--- src/rtl/imem_loader.sv ---
// Byte-stream loader for the instruction memory: packs 4 bytes per word (big-endian) and holds the CPU until loaded.
// Optional build macro IMEM_LOADER_CHECKSUM_EN adds a trailing 32-bit checksum check (CHECK state, chk_sum port).
//
// state | meaning
// IDLE  | after reset, waiting for start; CPU held
// LOAD  | accepting bytes of the current word
// WRITE | one-cycle write of the assembled word
// CHECK | accepting the 4 expected-checksum bytes (checksum build only)
// DONE  | program loaded, CPU released
// ERROR | overflow or checksum mismatch; CPU held until start or rst
module imem_loader #(
  parameter int ADDR_W = 8,
  parameter int WORD_W = 32
) (
  input  logic              clk,
  input  logic              rst,
  input  logic              start,
  input  logic              byte_valid,
  input  logic [7:0]        byte_data,
  input  logic              byte_last,
  output logic              byte_ready,
  output logic              im_we,
  output logic [ADDR_W-1:0] im_addr,
  output logic [WORD_W-1:0] im_wdata,
  output logic              cpu_hold,
  output logic              done,
`ifdef IMEM_LOADER_CHECKSUM_EN
  output logic [31:0]       chk_sum,
`endif
  output logic              err
);

  typedef enum logic [2:0] {
    IDLE,
    LOAD,
    WRITE,
    DONE,
    ERROR
`ifdef IMEM_LOADER_CHECKSUM_EN
    , CHECK
`endif
  } state_t;

  state_t            state_q, state_d;
  logic [ADDR_W-1:0] addr_q, addr_d;
  logic [WORD_W-1:0] wdata_q, wdata_d;
  logic [1:0]        cnt_q, cnt_d;
  logic              last_q, last_d;
  logic              accept;
`ifdef IMEM_LOADER_CHECKSUM_EN
  logic [31:0]       sum_q, sum_d;
  logic [23:0]       exp_q, exp_d;
`endif

  function automatic logic [WORD_W-1:0] put_byte(input logic [WORD_W-1:0] w,
                                                 input logic [1:0] k,
                                                 input logic [7:0] b);
    logic [WORD_W-1:0] r;
    r = w;
    case (k)
      2'd0:    r[31:24] = b;
      2'd1:    r[23:16] = b;
      2'd2:    r[15:8]  = b;
      default: r[7:0]   = b;
    endcase
    return r;
  endfunction

  always_comb begin
    state_d = state_q;
    addr_d  = addr_q;
    wdata_d = wdata_q;
    cnt_d   = cnt_q;
    last_d  = last_q;
`ifdef IMEM_LOADER_CHECKSUM_EN
    sum_d   = sum_q;
    exp_d   = exp_q;
    byte_ready = (state_q == LOAD) || (state_q == CHECK);
`else
    byte_ready = (state_q == LOAD);
`endif
    accept = byte_valid && byte_ready;

    case (state_q)
      IDLE, DONE, ERROR: begin
        if (start) begin
          state_d = LOAD;
          addr_d  = '0;
          wdata_d = '0;
          cnt_d   = '0;
          last_d  = 1'b0;
`ifdef IMEM_LOADER_CHECKSUM_EN
          sum_d   = '0;
`endif
        end
      end
      LOAD: begin
        if (accept) begin
          wdata_d = put_byte(wdata_q, cnt_q, byte_data);
          cnt_d   = cnt_q + 2'd1;
          last_d  = byte_last;
          if (byte_last || (cnt_q == 2'd3)) state_d = WRITE;
        end
      end
      WRITE: begin
`ifdef IMEM_LOADER_CHECKSUM_EN
        sum_d = sum_q + wdata_q[31:0];
`endif
        cnt_d = '0;
        if (last_q) begin
`ifdef IMEM_LOADER_CHECKSUM_EN
          state_d = CHECK;
`else
          state_d = DONE;
`endif
        end else if (&addr_q[ADDR_W-1:2]) begin
          // top word just written and the stream is still going
          state_d = ERROR;
        end else begin
          addr_d  = addr_q + ADDR_W'(4);
          wdata_d = '0;
          state_d = LOAD;
        end
      end
`ifdef IMEM_LOADER_CHECKSUM_EN
      CHECK: begin
        if (accept) begin
          cnt_d = cnt_q + 2'd1;
          case (cnt_q)
            2'd0: exp_d[23:16] = byte_data;
            2'd1: exp_d[15:8]  = byte_data;
            2'd2: exp_d[7:0]   = byte_data;
            default: state_d = ({exp_q, byte_data} == sum_q) ? DONE : ERROR;
          endcase
        end
      end
`endif
      default: state_d = IDLE;
    endcase
  end

  always_ff @(posedge clk) begin
    if (rst) begin
      state_q <= IDLE;
      addr_q  <= '0;
      wdata_q <= '0;
      cnt_q   <= '0;
      last_q  <= 1'b0;
`ifdef IMEM_LOADER_CHECKSUM_EN
      sum_q   <= '0;
      exp_q   <= '0;
`endif
    end else begin
      state_q <= state_d;
      addr_q  <= addr_d;
      wdata_q <= wdata_d;
      cnt_q   <= cnt_d;
      last_q  <= last_d;
`ifdef IMEM_LOADER_CHECKSUM_EN
      sum_q   <= sum_d;
      exp_q   <= exp_d;
`endif
    end
  end

  assign im_we    = (state_q == WRITE);
  assign im_addr  = addr_q;
  assign im_wdata = wdata_q;
  assign cpu_hold = (state_q != DONE);
  assign done     = (state_q == DONE);
  assign err      = (state_q == ERROR);
`ifdef IMEM_LOADER_CHECKSUM_EN
  assign chk_sum  = sum_q;
`endif

endmodule

--- config.mk ---
export PLATFORM = sky130hd
export DESIGN_NAME = imem_loader
export DESIGN_NICKNAME = d
export VERILOG_FILES = /design/src/rtl/imem_loader.sv
export SDC_FILE = /design/constraint.sdc
export NUM_CORES = 1
export LEC_CHECK = 0
export ABC_AREA = 0
export ABC_CLOCK_PERIOD_IN_PS = 1540
export CORE_MARGIN = 5
export CORE_UTILIZATION = 40
export CTS_BUF_LIST = sky130_fd_sc_hd__clkbuf_4
export CTS_CLUSTER_DIAMETER = 100
export DETAILED_ROUTE_END_ITERATION = 10
export DONT_BUFFER_PORTS = 1
export MAX_ROUTING_LAYER = met4
export PLACE_DENSITY = 0.6
export SYNTH_ARGS = -nofsm -noshare
export SYNTH_HDL_FRONTEND = slang
export SYNTH_SLANG_ARGS = --single-unit
--- constraint.sdc ---
create_clock -name clk -period 1.54 [get_ports clk]
set_input_delay 0.308 -clock clk [delete_from_list [all_inputs] [get_ports clk]]
set_output_delay 0.308 -clock clk [all_outputs]
set_load 0.03 [all_outputs]
==> summary by stage, run 1 <==
Drt
The final wirelength is 5400 um. The total vias in the final route is 1,756. The remaining antenna violation count after routing is 0. Dividing the detail-routed wire length by the instance count gives 16.1 um. Using the TritonRoute via totals, the vias-per-cell ratio works out to 5.23. Before antenna repair, the detailed router went through 4 iterations. The number of violations reported at the end of detailed-routing iteration 0 is 55. The number of remaining DRC errors is 0.

Clocking
The clock passes through at most 2 buffers. Clock-pin slew was measured on the worst setup and hold paths at 0.14 ns. The clock net in this run drives a total of 44 sinks. The buffer cell driving the clock tree root is clkbuf_4.

The maximum level of the CTS H-tree is 2. The number of buffers inserted during clock tree synthesis is 5. The clock reaches the later pin of the worst-skew pair after 0.36 ns. The CTS tree is done.

Floorplan
The die is 83.6 um wide. The initial core utilization is 0.418. The number of placed I/O pins is 58. The full die area is 6980 um^2. The area of the core is 5170 um^2. From bottom edge to top edge, the die measures 83.6 um.

In this run the core area contains 26 standard-cell rows.

Power
The maximum vdd drop is 0.000387 V. The cell area power density is 904 nW/um^2. For this design the static power due to leakage is 1.19 nW.

Final layout
In the final layout, the multi-input gates occupy 1280 um^2. Summing all flip-flop and latch instances after layout gives 900 um^2. The filler cells instantiated in the layout total 457.

The top cell types in the final layout, fill and taps aside, are 39 x nand2_1, 39 x dfxtp_1, 36 x mux2i_1. The synthesis-to-finish area growth is 32.9%. The number of antenna diodes is 0. For this run, the post-layout net count is 283. The share of layout cells above drive strength 1 is 0.361. Once layout is complete, the cells apart from fillers number 336.

Yosys
The cell area that synthesis handed to floorplanning was 2160 um^2. Of the synthesized area, sequential elements account for 0.407. After technology mapping, the gate count stands at 220. The number of distinct library cells after synthesis is 45. Yosys attributes the largest share of cell area to dfxtp_1 41%, mux2i_1 17%, nand2_1 6.9%. Of the post-synthesis cell area, the dominant cell type holds 0.407. A synthesized cell averages 9.84 um^2. The count of synthesis-stage warnings from yosys is 0. The number of synthesized register bits is 44. The cell taking the most area after synthesis is dfxtp_1.

GRT
The total congestion overflow is 0. The met3 layer usage reported by global route is 0.0632. In the global route stage, met2 resource usage came out at 0.234. The met1 demand-to-capacity share in global routing is 0.188. Across every metal layer, demand over resource in global routing totals 0.154. The first-pass GRT wire length is 8600 um. The initial antenna violation count was 0. The routing layer with the top usage in global route is met2. Entering global routing, the biggest net connects 41 pins. The via count of the first global-routing pass is 1,691.

Critical path
The master of the slowest instance on the critical path is or3b_1. The worst setup path is captured at a flop. The cell family contributing the most delay on the critical path is simple AND/OR/NAND/NOR gates. The worst setup path is launched from a flop. The data required time at the worst endpoint is 1.83 ns. Traced cell by cell, the critical path runs through buf_6, buf_12, or3b_1, a21oi_2, buf_4, a32oi_1, nor2_1.

The worst register-to-register path has a depth of 7. The number of stages on the worst setup path is 7. Of all nets on the critical path, the largest fanout is 4. The worst setup path category is flop to flop. At the worst endpoint, the arrival time is 1.95 ns.

The maximum cell stage delay along the critical path is 0.39 ns. Together, buffers and inverters on the worst path number 3.

STA
After layout, the minimum clock period comes to 1.66 ns. Setup repair after global routing could not meet its margin everywhere. The count of final hold-check violations came to 0. The smallest setup slack after layout is -0.117 ns. In the finished design, the share of the clock period the worst path needs comes to 1.08.

The timing-limited maximum frequency is 0.604 GHz. The final max-slew violation count is 0. The worst-case hold slack is 0.132 ns. The final-report setup violation count is 43. Between clock sinks in the finished design, the worst skew comes to 0.00622 ns.

Status
The run finished, with violations left. The final reports fail on negative setup slack.

Job
Across the run, the number of max-cap violations was 0.

Placement
Once detailed placement completed, the half-perimeter wirelength came to 3680 um. The number of buffers added on ports is 0. At the placement stage, the worst setup path has a slack of -0.126 ns. The weighted congestion at the end of routability-driven global placement is 0.802. The total instance count after detailed placement is 311.

Min path
The cell count of the worst hold path is 2. The type of the tightest min-delay check is input port to flop.
[metal layers]
layer	routed length, um	up-vias
met5	0	-
met4	48	0
met3	477	4
met2	2470	54
met1	2400	832
li1	-	866
[area by class of cell]
cell class / count / area share
Clock buffer: 5 / 0.0130
Clock inverter: 3 / 0.0161
Inverter: 8 / 0.0148
Multi-Input combinational cell: 156 / 0.447
Sequential cell: 44 / 0.313
Tap cell: 70 / 0.0304
Timing Repair Buffer: 50 / 0.166
[registers in the layout, indices dropped and copies added, names as in the netlist]
signal,cells
cnt_q,2
state_q,3
im_wdata,32
last_q,1
im_addr,6
[cell families (layout without fill, tap and decap cells)]
group | count (synthesis) | in the layout | share of synthesized area
AOI/OAI and AO/OA | 31 | 31 | 0.145
adders and majority gates | 5 | 5 | 0.0289
buffers and inverters | 21 | 66 | 0.0532
DFF | 44 | 44 | 0.407
muxes | 36 | 36 | 0.166
other | 1 | 2 | 0.00173
and+or+nand+nor | 82 | 82 | 0.198
[worst reg2reg max path, stage by stage, from the launching register on]
cell	delay (ns)
dfxtp_4	0.38
buf_6	0.13
buf_12	0.12
or3b_1	0.39
a21oi_2	0.26
buf_4	0.16
a32oi_1	0.04
nor2_1	0.12
[cell usage after synthesis (all sizes together)]
cell type  number
conb            1
o211a           1
inv             7
nand2          40
dfxtp          44
o31ai           1
o41ai           2
a21oi           7
clkinv          1
nor2b           2
a311oi          1
nand2b          8
a31oi           2
mux2i          36
nor3            1
clkbuf          5
nand3          12
o211ai          6
buf             8
a31o            1
a22oi           1
o311ai          1
nand3b          3
or3b            1
ha              5
o2111ai         1
a2111oi         1
or2             1
or4             1
and4            1
a211o           1
nor2            8
nor4bb          2
a211oi          3
a32oi           1
o21ai           1
nor3b           2
[metrics by stage]
stage	setup TNS, ns	total power, mW	utilization	area, um^2
finish	-2.56	2.60	0.556	2880
global route	-6.14	2.70	0.556	2880
CTS	-2.86	2.58	0.533	2760
detailed placement	-2.63	1.78	0.483	2500
global placement	-2.26	1.77	0.483	2500
floorplan	-0.135	1.65	-	2200
[final timing paths]
path | from | to | slack [ns]
worst min register to register | cnt_q[1]$_SDFFE_PP0P_ | cnt_q[1]$_SDFFE_PP0P_ | 0.59
worst max register to register | state_q[2]$_SDFFE_PP0P_ | state_q[2]$_SDFFE_PP0P_ | -0.12
worst min-delay path | rst | im_addr[4]$_SDFFE_PP0P_ | 0.13
worst max-delay path | state_q[2]$_SDFFE_PP0P_ | state_q[2]$_SDFFE_PP0P_ | -0.12
[report_power, final]
group          switching, mW  internal [mW]
sequential             0.114           1.18
combinational          0.278          0.263
clock                  0.419          0.347
total                  0.810           1.79
[repair_timing]
action / 4_1_cts / 5_1_grt
resized for setup: 23 / 17
pin swaps: 9 / 17
buffers inserted: 8 / 9
endpoints found under the hold margin: 8 / 0
cloned: 0 / 0
setup endpoints to repair: 42 / 48
hold buffers: 1 / 0
(Power assumes the default switching activity.)
==> inputs of run 2 (changes only) <==
==> constraint.sdc (replaced) <==
create_clock -name clk -period 1.54 [get_ports clk]
set_input_delay 0.154 -clock clk [delete_from_list [all_inputs] [get_ports clk]]
set_output_delay 0.154 -clock clk [all_outputs]
set_load 0.03 [all_outputs]
==> summary by stage, run 2 (synthesis results as in run 1) <==
Status
The run finished, with violations left. The final reports fail on negative setup slack.

STA
In this run the tightest slew margin relative to its limit is 0.661. The smallest setup slack after layout is -0.0484 ns. The routed design could run at a clock period as short as 1.59 ns. The timing-limited maximum frequency is 0.630 GHz. The count of final hold-check violations is 0. The share of the cycle needed by the critical path after routing is 1.03.

For the final database, setup skew stands at 0.00792 ns. Hold is met by 0.0368 ns. The final-report setup violation count is 37. Setup repair after global routing could not meet its margin everywhere. The actual slew at the worst max-slew pin is 0.507 ns. The final sum of negative setup slack is -0.683 ns. The final max-slew violation count is 0.

Power
Summed over all cells, the static leakage comes to 1.20 nW. The worst-case IR drop observed on VDD is 0.000433 V. The cell area power density is 889 nW/um^2.

Critical path
The last element of the critical path is im_addr[3]$_SDFFE_PP0P_. STA classifies the critical path startpoint as a flop. The critical path endpoint category is a flop. The startpoint identified for the worst register-to-register timing path is im_addr[3]$_SDFFE_PP0P_. The worst setup path startpoint is im_addr[3]$_SDFFE_PP0P_. Along the worst path, the maximum fanout reaches 4.

The worst register-to-register path has a depth of 7. By startpoint and endpoint, the worst setup path is classified as flop to flop. The data required time at the worst endpoint is 1.83 ns. In this run the critical register-to-register path is captured at im_addr[3]$_SDFFE_PP0P_. In this run the register-to-register setup slack is -0.05 ns. STA puts the critical path data arrival time at 1.88 ns.

Drt
Using the TritonRoute via totals, the vias-per-cell ratio works out to 5.25. Summed over all nets, wire length on met2 after detailed routing comes to 2630 um. After detailed routing, the average wire length per cell comes to 16.0 um. Signal routing reaches up to met4. The total vias in the final route is 1,752. Wires add up to 5360 um.

The met3 wirelength from detailed routing is 482 um. The first detailed-routing pass ran for 4 iterations. The first routing iteration left 88 violations. The wire length the detailed router placed on met1 is 2180 um. For this run, design rule violations remaining after detail routing come to 0.

The count of nets left with antenna violations once routing finished came out at 0.

Clocking
The largest buffer count on any clock path is 2. The number of buffers inserted during clock tree synthesis is 5. The H-tree was split into 2 levels. The tree built by TritonCTS fans out to 44 sinks. Clock-pin slew was measured on the worst setup and hold paths at 0.13 ns.

The buffer cell driving the clock tree root is clkbuf_4. TritonCTS built the clock tree. For the worst-skew pair, the clock arrives at the later sink with an insertion delay of 0.35 ns.

Job
The tool flagged a number of max-cap violations equal to 0.

Placement
In this run the tool buffered the top-level ports with 0 buffer cells. Detailed placement finished with a half-perimeter wire length of 3710 um. Routability-driven placement finished with a final weighted congestion of 0.780. In this run, placement finished with an instance count of 312.

Floorplan
The die covers 6980 um^2. For this design the top-level I/O count stands at 58. For this configuration, the core starts out at a cell density of 0.418.

The initialized floorplan defines 26 standard-cell rows. From left edge to right edge, the die measures 83.6 um. The die height is 83.6 um. The area of the core is 5170 um^2.

Final layout
After the flow finishes, the layout carries non-filler instances totaling 334. The synthesis-to-finish area growth is 32.0%. The net count of the finished layout is 281. The repair_antennas step left the layout with diodes totalling 0. In the final layout, the share of cells above drive strength 1 is 0.345. Leaving out fill and tap cells, the most frequent cells in the layout are 39 x nand2_1, 39 x dfxtp_1, 36 x mux2i_1. The number of flip-flops under the largest register name is 32.

GRT
The first-pass GRT wire length is 8430 um. Entering global routing, the biggest net connects 25 pins. The overall routing resource usage is 0.151. The initial antenna violation count is 0.

The total congestion overflow is 0. The via count of the first global-routing pass is 1,678.

Min path
The startpoint identified for the worst hold timing path is byte_data[3]. The type of the tightest min-delay check is input port to flop.
==> run 2: cell types whose count changed in the layout (fill, tap and decap cells not counted), moves of 2 or more <==
| cell | before | now |
|---|---|---|
| buf_8 | 0 | 2 |
| inv_2 | 2 | 0 |
| buf_12 | 5 | 2 |
| buf_4 | 34 | 31 |
| a21oi_2 | 3 | 1 |
==> run 2: final cells by class <==
class	count	area, um^2
fillers	471	2310
multi-input cells	156	1310
flip-flops and latches	44	897
repair buffers	48	440
well taps	70	87.6
inverters	8	45.0
clock inverters	3	42.5
clock buffers	5	37.5
==> run 2: how the worst min path moves through the flow <==
stage / cells past startpoint / slack (ns) / end
CTS: 2 / 0.02 / im_wdata[29]$_SDFFE_PP0P_
finish: 2 / 0.04 / im_wdata[11]$_SDFFE_PP0P_
floorplan: 3 / 0.36 / state_q[1]$_SDFFE_PP0P_
detailed placement: 1 / 0.22 / im_addr[2]$_SDFFE_PP0P_
global placement: 1 / 0.22 / im_addr[3]$_SDFFE_PP0P_
global route: 2 / 0.02 / im_wdata[5]$_SDFFE_PP0P_
==> run 2: worst max-delay path, stage by stage (launching register included) <==
cell      delay [ns]
dfxtp_4         0.38
ha_4            0.14
buf_6           0.10
nand2_4         0.05
o211ai_1        0.45
buf_4           0.21
nand3_2         0.07
a21oi_1         0.13
==> run 2: metrics by stage <==
step                      area (um^2)  setup slack (ns)   util  power, mW
after floorplan                  2190         0.0000810      -       1.65
after global placement           2480           -0.0232  0.479       1.76
final                            2860           -0.0484  0.552       2.54
after global routing             2860            -0.134  0.552       2.67
after CTS                        2700           -0.0344  0.521       2.52
after detailed placement         2480           -0.0835  0.479       1.76
==> run 2: timing repair <==
item	CTS	global route
pin swaps	8	20
gates resized for setup	20	26
setup buffers	4	9
setup endpoints to repair	40	46
hold buffers	2	0
cloned	0	1
hold endpoints to repair	9	0
==> run 2: where the power goes <==
group | total [mW] | switching, mW | leakage [nW] | internal, mW
sequential | 1.29 | 0.113 | 0.360 | 1.18
combinational | 0.531 | 0.279 | 0.794 | 0.252
clock | 0.716 | 0.376 | 0.0428 | 0.340
total | 2.54 | 0.767 | 1.20 | 1.77
==> run 2: per-layer routing <==
metal | GRT usage | vias up
met5 | - | -
met2 | 0.245 | 57
met1 | 0.173 | 827
met3 | 0.0661 | 9
met4 | 0.0351 | 0
li1 | - | 859
==> inputs of run 3 (changes only) <==
--- a/config.mk
+++ b/config.mk
@@ -8,13 +8,13 @@
 export ABC_AREA = 0
 export ABC_CLOCK_PERIOD_IN_PS = 1540
 export CORE_MARGIN = 5
-export CORE_UTILIZATION = 40
+export CORE_UTILIZATION = 50
 export CTS_BUF_LIST = sky130_fd_sc_hd__clkbuf_4
 export CTS_CLUSTER_DIAMETER = 100
 export DETAILED_ROUTE_END_ITERATION = 10
 export DONT_BUFFER_PORTS = 1
 export MAX_ROUTING_LAYER = met4
-export PLACE_DENSITY = 0.6
+export PLACE_DENSITY = 0.72
 export SYNTH_ARGS = -nofsm -noshare
 export SYNTH_HDL_FRONTEND = slang
 export SYNTH_SLANG_ARGS = --single-unit
==> summary by stage, run 3 (synthesis results as in run 1) <==
Status
The run finished, with violations left. The final reports fail on negative setup slack.

Min path
The type of the tightest min-delay check is input port to flop.

Clocking
The total number of clock tree sinks is 44. Counting the buffers created by CTS gives 5. The largest buffer count on any clock path is 2. The later pin in the worst-skew pair is clocked with a latency of 0.36 ns. The buffer cell driving the clock tree root is clkbuf_4. The H-tree was split into 2 levels. TritonCTS built the clock tree. The clock edge transition at the registers on the reported setup and hold paths is 0.13 ns.

Critical path
The number of cells traversed by the worst register-to-register path is 5. The arrival time of data at the critical path endpoint is 1.82 ns. Of all nets on the critical path, the largest fanout is 8. The critical path endpoint category is a flop. Across all register-to-register paths, the minimum setup slack is -0.04 ns. The worst register-to-register path begins at state_q[0]$_SDFFE_PP0P_. The nature of the critical path startpoint is a flop.

In this run the worst setup path begins at state_q[0]$_SDFFE_PP0P_. The most critical setup path has its endpoint at im_wdata[18]$_SDFFE_PP0P_. The worst setup path category is flop to flop. The data required time at the worst endpoint is 1.78 ns. The worst reg2reg path endpoint is im_wdata[18]$_SDFFE_PP0P_.

Drt
The remaining antenna violation count after routing is 0. For this run, the detailed router's first-pass iteration total came to 4. Summing over every cut layer, the via total after detailed routing is 1,726. The final wirelength is 5060 um.

Dividing the detail-routed wire length by the instance count gives 16.4 um. The routed via count divided by cell count is 5.60. The number of remaining DRC errors is 0. After the first detailed-routing iteration, the DRC count stood at 54.

STA
The shortest period the worst path allows is 1.58 ns. The final max-slew violation count is 0. Dividing the final minimum period by the clock period gives 1.03. The clock arrives with 0.00736 ns of skew.

The smallest setup slack after layout is -0.0401 ns. Setup repair after global routing could not meet its margin everywhere. The count of final hold-check violations is 0. Timing would allow up to 0.633 GHz. The worst-case hold slack is 0.00714 ns.

Setup violations remaining at the end of the flow were counted as 21.

Power
The leakage component of the power is 1.14 nW. Dividing total power by cell area gives a power density of 916 nW/um^2. Summing internal, switching and leakage power gives 2.51 mW. Across the VDD grid, the largest voltage drop is 0.000460 V.

Final layout
The fill cell instance count of the final layout is 344. The number of antenna diodes in the final layout is 0. In the layout the commonest cells are 39 x nand2_1, 39 x dfxtp_1, 36 x mux2i_1. The number of flip-flops under the largest register name is 32.

The area occupied by registers is 900 um^2. With fillers left out, the area of the finished cells amounts to 2740 um^2. The multi-input combinational cells in the finished layout cover a total of 1270 um^2. The synthesis-to-finish area growth is 26.5%.

Once layout is complete, the utilization of the core stands at 0.642. The share of layout cells above drive strength 1 is 0.305. The net count of the finished layout is 273.

GRT
Entering global routing, the biggest net connects 41 pins. The via count of the first global-routing pass came to 1,647. The total congestion overflow is 0. The initial antenna violation count is 0. The first-pass GRT wire length is 7650 um. The overall routing resource usage is 0.180.

Placement
Routability-driven placement finished with a final weighted congestion of 0.863. Detailed placement finished with a half-perimeter wire length of 3610 um. The number of buffers added on ports is 0. After detailed placement, the total cell area comes to 2480 um^2. The worst setup timing slack at the placement stage is -0.0981 ns.

Floorplan
The full die area is 5740 um^2. The row count is 24. For this design the top-level I/O count stands at 58.

The die height is 75.8 um. The overall die width is 75.8 um. The initial core utilization is 0.508. The area of the core is 4260 um^2.

Job
The max-cap check violation count is 0.
==> run 3: cell count changes in the layout (fill, tap and decap cells not counted), sizes merged <==
cell / change
buf: -8
==> run 3: layer usage <==
layer / GRT usage / wire length [um] / vias up
met2: 0.289 / 2620 / 36
met1: 0.215 / 2080 / 833
met5: - / 0 / -
met3: 0.0475 / 283 / 9
li1: - / - / 848
met4: 0.0660 / 79 / 0
==> run 3: area by class of cell <==
class	instances	share of cell area
Clock buffer	5	0.0137
Clock inverter	3	0.0155
Inverter	8	0.0164
Multi-Input combinational cell	156	0.463
Sequential cell	44	0.328
Tap cell	52	0.0238
Timing Repair Buffer	40	0.139
==> run 3: report_power, final <==
group,leakage [nW],switching (mW),internal (mW)
clock network,0.0428,0.386,0.339
logic,0.734,0.264,0.225
registers,0.360,0.114,1.18
total,1.14,0.764,1.74
==> run 3: worst min-delay path by stage <==
stage / startpoint / to / slack [ns] / cells after the start
after floorplan: start / state_q[1]$_SDFFE_PP0P_ / 0.36 / 3
after detailed placement: rst / im_addr[2]$_SDFFE_PP0P_ / 0.22 / 1
final: byte_data[7] / im_wdata[15]$_SDFFE_PP0P_ / 0.007 / 2
after global routing: byte_data[7] / im_wdata[15]$_SDFFE_PP0P_ / 0.01 / 2
after CTS: byte_data[6] / im_wdata[22]$_SDFFE_PP0P_ / 0.003 / 2
after global placement: rst / im_addr[2]$_SDFFE_PP0P_ / 0.22 / 1
==> run 3: critical path, stage by stage, from the launching register on <==
cell and delay, ns:
dfxtp_4 0.40, buf_6 0.14, nor3b_4 0.32, a211o_4 0.22, o211ai_4 0.19, mux2i_1 0.18
==> run 3: repair_timing <==
| item | CTS | global route |
|---|---|---|
| endpoints found under the hold margin | 9 | 0 |
| gates resized for setup | 17 | 19 |
| hold buffers | 2 | 0 |
| setup buffers | 2 | 1 |
| setup endpoints to repair | 46 | 45 |
| pin swaps | 1 | 11 |
==> run 3: per-stage QoR <==
stage	cells	setup TNS, ns
after global placement	296	-1.58
final	308	-0.226
after detailed placement	296	-2.15
after CTS	307	-0.0660
after global routing	308	-2.14
after floorplan	221	0
